--- config.mk ---
export PLATFORM = sky130hd
export DESIGN_NAME = sram_rr_arbiter
export DESIGN_NICKNAME = d
export VERILOG_FILES = /design/src/rtl/sram_pkg.sv /design/src/rtl/rr_arbiter.sv /design/src/rtl/sram_rr_arbiter.sv
export SDC_FILE = /design/constraint.sdc
export NUM_CORES = 1
export LEC_CHECK = 0
export BUFFER_PORTS_ARGS = -buffer_cell sky130_fd_sc_hd__buf_4
export CAP_MARGIN = 15
export CELL_PAD_IN_SITES_DETAIL_PLACEMENT = 1
export CELL_PAD_IN_SITES_GLOBAL_PLACEMENT = 2
export CORE_MARGIN = 4
export CORE_UTILIZATION = 27
export CTS_CLUSTER_DIAMETER = 100
export DETAILED_ROUTE_END_ITERATION = 12
export GPL_TIMING_DRIVEN = 0
export PLACE_DENSITY_LB_ADDON = 0.1
export SYNTH_ARGS = -nofsm -noshare
export SYNTH_HDL_FRONTEND = slang
export SYNTH_SLANG_ARGS = --single-unit
--- constraint.sdc ---
create_clock -name clk -period 9.4 [get_ports clk]
set_input_delay 1.41 -clock clk [delete_from_list [all_inputs] [get_ports clk]]
set_output_delay 1.41 -clock clk [all_outputs]
set_load 0.05 [all_outputs]
--- src/rtl/sram_pkg.sv ---
// rtl/sram_pkg.sv - shared limits and read-pipeline entry type for the SRAM arbiter
package sram_pkg;

  localparam int NCH_MAX    = 8;
  localparam int RD_LAT_MAX = 4;
  localparam int CH_ID_W    = $clog2(NCH_MAX);

  // Entry id field is sized for the largest channel count so one type fits every build
  typedef struct packed {
    logic               valid;
    logic [CH_ID_W-1:0] ch;
  } rd_ent_t;

  function automatic int id_w(input int n);
    return (n > 1) ? $clog2(n) : 1;
  endfunction

endpackage

--- src/rtl/rr_arbiter.sv ---
// rtl/rr_arbiter.sv - combinational round-robin grant, search starts at ptr
module rr_arbiter #(
  parameter int N  = 4,
  parameter int IW = 2
) (
  input  logic [N-1:0]  req,
  input  logic [IW-1:0] ptr,
  output logic [N-1:0]  gnt,
  output logic [IW-1:0] gnt_idx,
  output logic          any_gnt
);

  always_comb begin
    int          k;
    logic [IW-1:0] kk;
    gnt     = '0;
    gnt_idx = '0;
    any_gnt = 1'b0;
    for (int i = 0; i < N; i++) begin
      k = int'(ptr) + i;
      if (k >= N) k = k - N;
      kk = IW'(k);
      if (!any_gnt && req[kk]) begin
        any_gnt  = 1'b1;
        gnt[kk]  = 1'b1;
        gnt_idx  = kk;
      end
    end
  end

endmodule

--- src/rtl/sram_rr_arbiter.sv ---
// rtl/sram_rr_arbiter.sv - round-robin multi-channel async SRAM arbiter with registered PHY
// Optional: define SRAM_ARB_TURNAROUND_EN to insert an idle PHY cycle between write and read
module sram_rr_arbiter
  import sram_pkg::*;
#(
  parameter int DW     = 8,
  parameter int AW     = 19,
  parameter int NCH    = 4,
  parameter int RD_LAT = 1
) (
  input  logic              clk,
  input  logic              rst_n,
  input  logic [NCH-1:0]    ch_en,
  input  logic [NCH-1:0]    ch_we,
  input  logic [NCH*AW-1:0] ch_addr,
  input  logic [NCH*DW-1:0] ch_wdata,
  output logic [NCH-1:0]    ch_busy,
  output logic [NCH-1:0]    ch_rvalid,
  output logic [DW-1:0]     ch_rdata,
  output logic [AW-1:0]     sram_addr,
  output logic              sram_ce_n,
  output logic              sram_we_n,
  output logic              sram_oe_n,
  output logic [DW-1:0]     sram_dq_wr,
  output logic              sram_dq_oe,
  input  logic [DW-1:0]     sram_dq_rd
);

  localparam int IW = id_w(NCH);

  logic [IW-1:0]  ptr;
  logic [IW-1:0]  gnt_idx;
  logic [NCH-1:0] arb_gnt;
  logic [NCH-1:0] gnt;
  logic           arb_any;
  logic           stall;
  logic           accept;
  logic [AW-1:0]  sel_addr;
  logic [DW-1:0]  sel_wdata;
  logic           sel_we;
  logic [NCH-1:0] rv_next;
  rd_ent_t        pipe [RD_LAT];
  rd_ent_t        tail;

  rr_arbiter #(
    .N  (NCH),
    .IW (IW)
  ) u_arb (
    .req     (ch_en),
    .ptr     (ptr),
    .gnt     (arb_gnt),
    .gnt_idx (gnt_idx),
    .any_gnt (arb_any)
  );

  always_comb begin
    sel_addr  = '0;
    sel_wdata = '0;
    sel_we    = 1'b0;
    for (int i = 0; i < NCH; i++) begin
      if (int'(gnt_idx) == i) begin
        sel_addr  = ch_addr[i*AW +: AW];
        sel_wdata = ch_wdata[i*DW +: DW];
        sel_we    = ch_we[i];
      end
    end
  end

`ifdef SRAM_ARB_TURNAROUND_EN
  // A read winner is held off while the PHY is in a write cycle; pointer stays put
  assign stall = !sram_we_n && arb_any && !sel_we;
`else
  assign stall = 1'b0;
`endif

  assign accept  = arb_any && !stall;
  assign gnt     = stall ? '0 : arb_gnt;
  assign ch_busy = ch_en & ~gnt;
  assign tail    = pipe[RD_LAT-1];

  always_comb begin
    rv_next = '0;
    for (int i = 0; i < NCH; i++) begin
      if (tail.valid && int'(tail.ch) == i) rv_next[i] = 1'b1;
    end
  end

  always_ff @(posedge clk or negedge rst_n) begin
    if (!rst_n) begin
      ptr        <= '0;
      sram_ce_n  <= 1'b1;
      sram_we_n  <= 1'b1;
      sram_oe_n  <= 1'b1;
      sram_dq_oe <= 1'b0;
      sram_addr  <= '0;
      sram_dq_wr <= '0;
      ch_rvalid  <= '0;
      ch_rdata   <= '0;
      for (int i = 0; i < RD_LAT; i++) pipe[i] <= '0;
    end else begin
      if (accept) ptr <= (int'(gnt_idx) == NCH - 1) ? '0 : gnt_idx + IW'(1);
      sram_ce_n  <= !accept;
      sram_we_n  <= !(accept && sel_we);
      sram_oe_n  <= !(accept && !sel_we);
      sram_dq_oe <= accept && sel_we;
      if (accept) sram_addr <= sel_addr;
      if (accept && sel_we) sram_dq_wr <= sel_wdata;
      // Stage k holds the read whose PHY cycle was k cycles ago; the tail samples the pad
      pipe[0] <= '{valid: accept && !sel_we, ch: CH_ID_W'(gnt_idx)};
      for (int i = 1; i < RD_LAT; i++) pipe[i] <= pipe[i-1];
      ch_rvalid <= rv_next;
      if (tail.valid) ch_rdata <= sram_dq_rd;
    end
  end

endmodule
# --- Word level (Yosys, flattened, before mapping) ---
# Cells that the tools add are included.
word_totals:
  out_inout_bits: 47
  register_bits: 48
  inputBits: 126
op_classes:
  n_reduce_logical: 22
  n_addsub: 8
  mux: 49
  bitwise: 5
  n_eq_ne: 6
  order_cmp: 12
ops:
  columns: ["cell", "count"]
  rows:
  - ["19-bit 2-to-1 mux", 4]
  - ["8-bit 2-to-1 mux", 4]
  - ["1-bit 2-to-1 mux", 20]
  - ["2-bit 2-to-1 mux", 9]
  - ["4-bit 2-to-1 mux", 4]
  - ["1-bit logical AND", 13]
  - ["2-bit by 3-bit < comparator with 1-bit output (second input constant)", 4]
  - ["4-bit bitwise OR", 3]
  - ["3-bit >= comparator (second input constant)", 3]
  - ["1-bit binary-select mux with 2-bit select", 4]
  - ["1-bit demux with 2-bit select", 4]
  - ["2-bit == test (second input constant)", 4]
  - ["2-bit by 1-bit >= comparator with 1-bit output (second input constant)", 4]
  - ["2-bit by 1-bit subtractor with 2-bit output (second input constant)", 4]
  - ["1-bit zero test", 7]
  - ["2-bit by 2-bit adder with 3-bit output (second input constant)", 2]
  - ["4-bit AND", 1]
  - ["2-bit by 1-bit == test with 1-bit output (second input constant)", 2]
  - ["4-bit inverter", 1]
  - ["2-bit by 1-bit adder with 3-bit output (second input constant)", 1]
  - ["2-bit by 3-bit >= comparator with 1-bit output (second input constant)", 1]
  - ["3-bit zero test", 1]
  - ["2-bit by 1-bit adder with 2-bit output (second input constant)", 1]
  - ["2-bit zero test", 1]

# --- Longest topological paths before layout ---
depth:
  ltp_word: 22
  depth_mapped: 15

# --- By module ---
# From an unflattened synthesis, not the netlist that was laid out.
hier_totals:
  cells_unflattened: 303
  area_unflattened_um2: 2982.9
modules_own_cells:
  columns: ["mod", "cells_per_inst", "instances", "area_each_um2"]
  rows:
  - ["sram_rr_arbiter", 258, 1, 2563.7]
  - ["rr_arbiter", 45, 1, 419.2]

# --- Least setup slack after synthesis ---
# OpenSTA, ideal clock, no wires.
synth_path:
  path_type: "input to output"
  startpoint: "input port ch_en[0]"
  endpoint: "output port ch_busy[0]"
  stages: 5
  path_buffers: 1
  arrival_time_ps: 3563
  slack_ps: 4427
  cell_sequence: "buf_4 > mux4_2 > a21oi_1 > o21ai_1 > a221oi_1"
synth_between:
  elab_chain_len: 14
  word_cells_on_any_way: 26
  cone_classes: "mux (15); bitwise (5); reduce/logical (6)"
synth_lines:
  columns: ["item", "line_no", "text"]
  rows:
  - ["from (decl)", "sram_rr_arbiter.sv:13", "input logic [NCH-1:0] ch_en,"]
  - ["1-bit binary-select mux with 2-bit select", "rr_arbiter.sv:23", "if (!any_gnt && req[kk]) begin"]
  - ["1-bit 2-to-1 mux (implied by the code)", "rr_arbiter.sv:23", null]
  - ["1-bit 2-to-1 mux", "rr_arbiter.sv:23", null]
  - ["1-bit zero test", "rr_arbiter.sv:23", null]
  - ["1-bit logical AND", "rr_arbiter.sv:23", null]
  - ["1-bit 2-to-1 mux", "rr_arbiter.sv:23", null]
  - ["1-bit zero test", "rr_arbiter.sv:23", null]
  - ["1-bit logical AND", "rr_arbiter.sv:23", null]
  - ["1-bit 2-to-1 mux", "rr_arbiter.sv:23", null]
  - ["1-bit zero test", "rr_arbiter.sv:23", null]
  - ["1-bit logical AND", "rr_arbiter.sv:23", null]
  - ["4-bit 2-to-1 mux", "rr_arbiter.sv:23", null]
  - ["4-bit inverter", "sram_rr_arbiter.sv:78", "assign ch_busy = ch_en & ~gnt;"]
  - ["4-bit AND *", "sram_rr_arbiter.sv:78", null]
  - ["to (decl)", "sram_rr_arbiter.sv:17", "output logic [NCH-1:0] ch_busy,"]
# Every way passes the cells marked *; elsewhere a longest branch is shown, timed or not. The select of a mux whose other input is x is not followed.

# --- Worst setup path in the final report ---
# Ends and elaborated chain as after synthesis.

==> results.md <==
- DRC errors left: 0
- Synth Area in XOR/XNOR: 0%
- Seq/Total Area, Yosys: 36.1%
- Worst hold path class: reg2reg
- GRT Total Usage: 17.8%
- Row count: 40
- Number of global-route vias before repair: 3694
- Multiplexer share of the synthesized area: 9.11%
- Register area: 0.00120 mm^2
- Drt first pass iters: 4
- Core Region: 0.0121 mm^2
- Compound-gate portion of the synthesized area: 24.0%
- Slew margin rel.: 33.8%
- Clock latency on the worst-skew pair: 0.29 ns
- Die Y: 119 um
- CP Max Fanout: 10
- RSZ-0062 raised after global routing: no
- Synthesized instance count: 361
- Gr ovfl total: 0
- Post-CTS setup buffers: 0
- Antenna fix cells: 0
- Max_cap viols: 0
- Synth cell types: 47
- Detail Placement HPWL: 10200 um
- Final WL: 13000 um
- Detailed Route Iter0 Violations: 134
- RePlAce Congestion: 0.853
- Fin crit period: 4.49 ns
- Sequential share of power: 17.7%
- Syn-to-layout area delta: 50.1%
- # setup viols final: 0
- Leak: 2.27 nW
- Cell internal pwr: 1.03 mW
- Worst slew pin tran: 0.985 ns
- Critical Path RT: 7.99 ns
- Element type at the critical path start: primary input
- CP most frequent cell: buf_4
- Initial antenna violation count: 0
- Htree depth: 2
- Clk pwr share: 9.8%
- Critical path's top delay family: multiplexers
- Slowest cell delay on critical path: 0.59 ns
- Vias: 3472
- Peak Freq: 0.223 GHz
- Die area: 0.0142 mm^2
- Power per Cell Area: 423 mW/mm^2
- Hold slack: 0.468 ns
- Yosys reg bits: 48
- Root Buffer: clkbuf_16
- Largest net degree at the start of global routing: 49
- Final worst path period share: 47.8%
- Final net count: 678
- Post-DRT Antenna Nets: 0
- Outcome: finished clean
- Syn avg cell area: 9.24 um^2
- WL per Instance: 18.4 um
- WS Path Type: in2out
- Clock transition at path regs: 0.07 ns
- CP Capture Type: output port
- Count of input and output buffers: 172
- Logic gate share of total power: 72.4%
- Primary FF master, synth: dfrtp_1
- CP Data Arrival Time: 3.08 ns
- Largest family of logic cells by synthesized area: compound AO/OA/AOI/OAI gates
- Util after Layout: 41.5%
- Die W: 119 um
- CTS resizes: 0
- First-pass GRT wire length: 20200 um
- VDD IR max: 0.000150 V
- I/O Pins: 173
- Switching power total: 1.09 mW
- Adder-cell share of the synthesized area: 4.50%
- Post-synthesis net count: 499
- Top cell type by total area after synthesis: dfrtp_1
- Cts hold-fix bufs: 0
- Final hold violations: 0
- Post-Syn Area: 0.00334 mm^2
- Crit path buf inv count: 3
- Clock buffer depth: 2
- Initial Utilization: 27.7%
- TritonCTS clock tree: yes
- Post-synthesis simple-gate area fraction: 20.4%
- Sw frac: 51.5%
- Top cells by area, synth: dfrtp_1 (34%), nor2b_1 (10%), a221oi_1 (7.3%)
- Cells along the critical path: buf_4 > buf_4 > mux4_2 > a21oi_1 > o21ai_1 > a221oi_1 > buf_4
- Final Skew: 0.00354 ns
- Ys async rst share: 100%
- Post-synth EDFFs: 0
- Synth top area share: 33.7%
- Yosys warns: 0
- Area occupied by multi-input gates: 0.00194 mm^2
- Critical-path top delay cell: mux4_2
- Max Slew Vio Count: 0
- Vias per inst: 4.90
- Share of cells above drive strength 1: 40.7%
- Clk sinks: 48
- Setup_tns: 0 ns
- TritonCTS Buffers: 5
- FILL cells: 1433
==> Yosys cell counts, types with 2 or more instances <==
cell type	number
buf_4	2
ha_1	12
dfstp_2	3
o31ai_1	8
nand2_1	54
mux2i_1	3
nand3_1	3
buf_2	9
a311o_1	2
clkbuf_1	19
a221o_1	2
mux2_2	18
dfrtp_1	45
a2bb2oi_1	2
o211ai_1	2
a211oi_1	3
and3b_1	2
nand3b_1	3
a21oi_1	7
nor2_1	4
o21ai_0	21
a221oi_1	28
buf_6	2
nor3b_1	3
o31a_1	19
mux4_2	2
nor2b_1	54
inv_1	10
==> cell type report <==
| type | instances | share of cell area [%] |
|---|---|---|
| Multi-Input combinational cell | 270 | 38.7 |
| Timing Repair Buffer | 172 | 25.8 |
| Sequential cell | 48 | 24.1 |
| Tap cell | 168 | 4.20 |
| Buffer | 33 | 3.15 |
| Clock buffer | 5 | 2.50 |
| Clock inverter | 3 | 0.924 |
| Inverter | 10 | 0.749 |
==> sequential cells by signal, indices dropped and copies added (netlist names) <==
| signal | flops |
|---|---|
| sram_oe_n | 1 |
| ch_rvalid | 4 |
| sram_dq_oe | 1 |
| sram_we_n | 1 |
| sram_dq_wr | 8 |
| ch_rdata | 8 |
| sram_addr | 19 |
| pipe | 3 |
| ptr | 2 |
| sram_ce_n | 1 |
==> logic make-up after synthesis <==
| kind of cell | Yosys count |
|---|---|
| AO/OA/AOI/OAI | 104 |
| flip-flops | 48 |
| AND/OR/NAND/NOR | 130 |
| multiplexers | 24 |
| buffers and inverters | 43 |
| adder cells (fa/ha/maj) | 12 |
==> metrics by stage <==
step	cell area, um^2	power, mW	setup WS [ns]	cells
2_1_floorplan	3340	1.46	4.43	361
3_3_place_gp	4840	1.90	4.70	701
3_5_place_dp	4840	1.93	4.66	701
4_1_cts	5010	2.15	4.91	709
5_1_grt	5010	2.29	4.73	709
6_report	5010	2.12	4.91	709
==> worst register-to-register path: cells and delay by family, from the launching register on <==
family	cells	cell delay [ns]
buffers and inverters	6	1.42
AOI/OAI and AO/OA	5	0.93
adders and majority gates	2	0.62
DFF	1	0.47
muxes	1	0.30
and+or+nand+nor	1	0.11
==> cell usage in the layout, fill, tap and decap left out, drive strengths merged, types with 2 or more instances in the layout <==
cell type,instances
o211ai,2
nand3,3
a2bb2oi,2
ha,12
o31a,19
a221o,2
mux4,3
nor2b,54
and3b,2
inv,11
nor2,4
a211oi,4
o31ai,8
a221oi,28
a21oi,8
o21ai,22
a311o,2
clkbuf,24
nand3b,3
dfrtp,45
nand2,54
mux2i,3
nor3b,3
mux2,18
buf,186
dfstp,3
==> worst paths after layout <==
path | startpoint | slack [ns] | cells past startpoint | end
worst max register to register | ptr[0] | 5.45 | 15 | sram_dq_wr[4]
worst min-delay path | pipe[1] | 0.47 | 1 | ch_rvalid[1]
worst max-delay path | ch_en[0] | 4.91 | 7 | ch_busy[0]
worst min register to register | pipe[1] | 0.47 | 1 | ch_rvalid[1]
min in group asynchronous | rst_n | 1.14 | 1 | ch_rdata[7]
max in group asynchronous | rst_n | 7.82 | 1 | sram_addr[10]
==> power by group through the flow <==
stage                     logic (mW)  clock network (mW)  registers (mW)
after CTS                       1.55               0.215           0.378
final                           1.54               0.209           0.376
after global routing            1.67               0.224           0.390
after global placement          1.52                   0           0.377
after detailed placement        1.54                   0           0.381
after floorplan                0.781                   0           0.678
==> metal layers <==
layer | GRT usage [%] | vias to the layer above | part of all wire, %
met2 | 28.2 | 121 | 47
met5 | 0 | - | 0
met3 | 5.37 | 16 | 7.8
met4 | 4.78 | 0 | 1.9
li1 | - | 1669 | -
met1 | 23.6 | 1666 | 43
(Power assumes the default switching activity.)
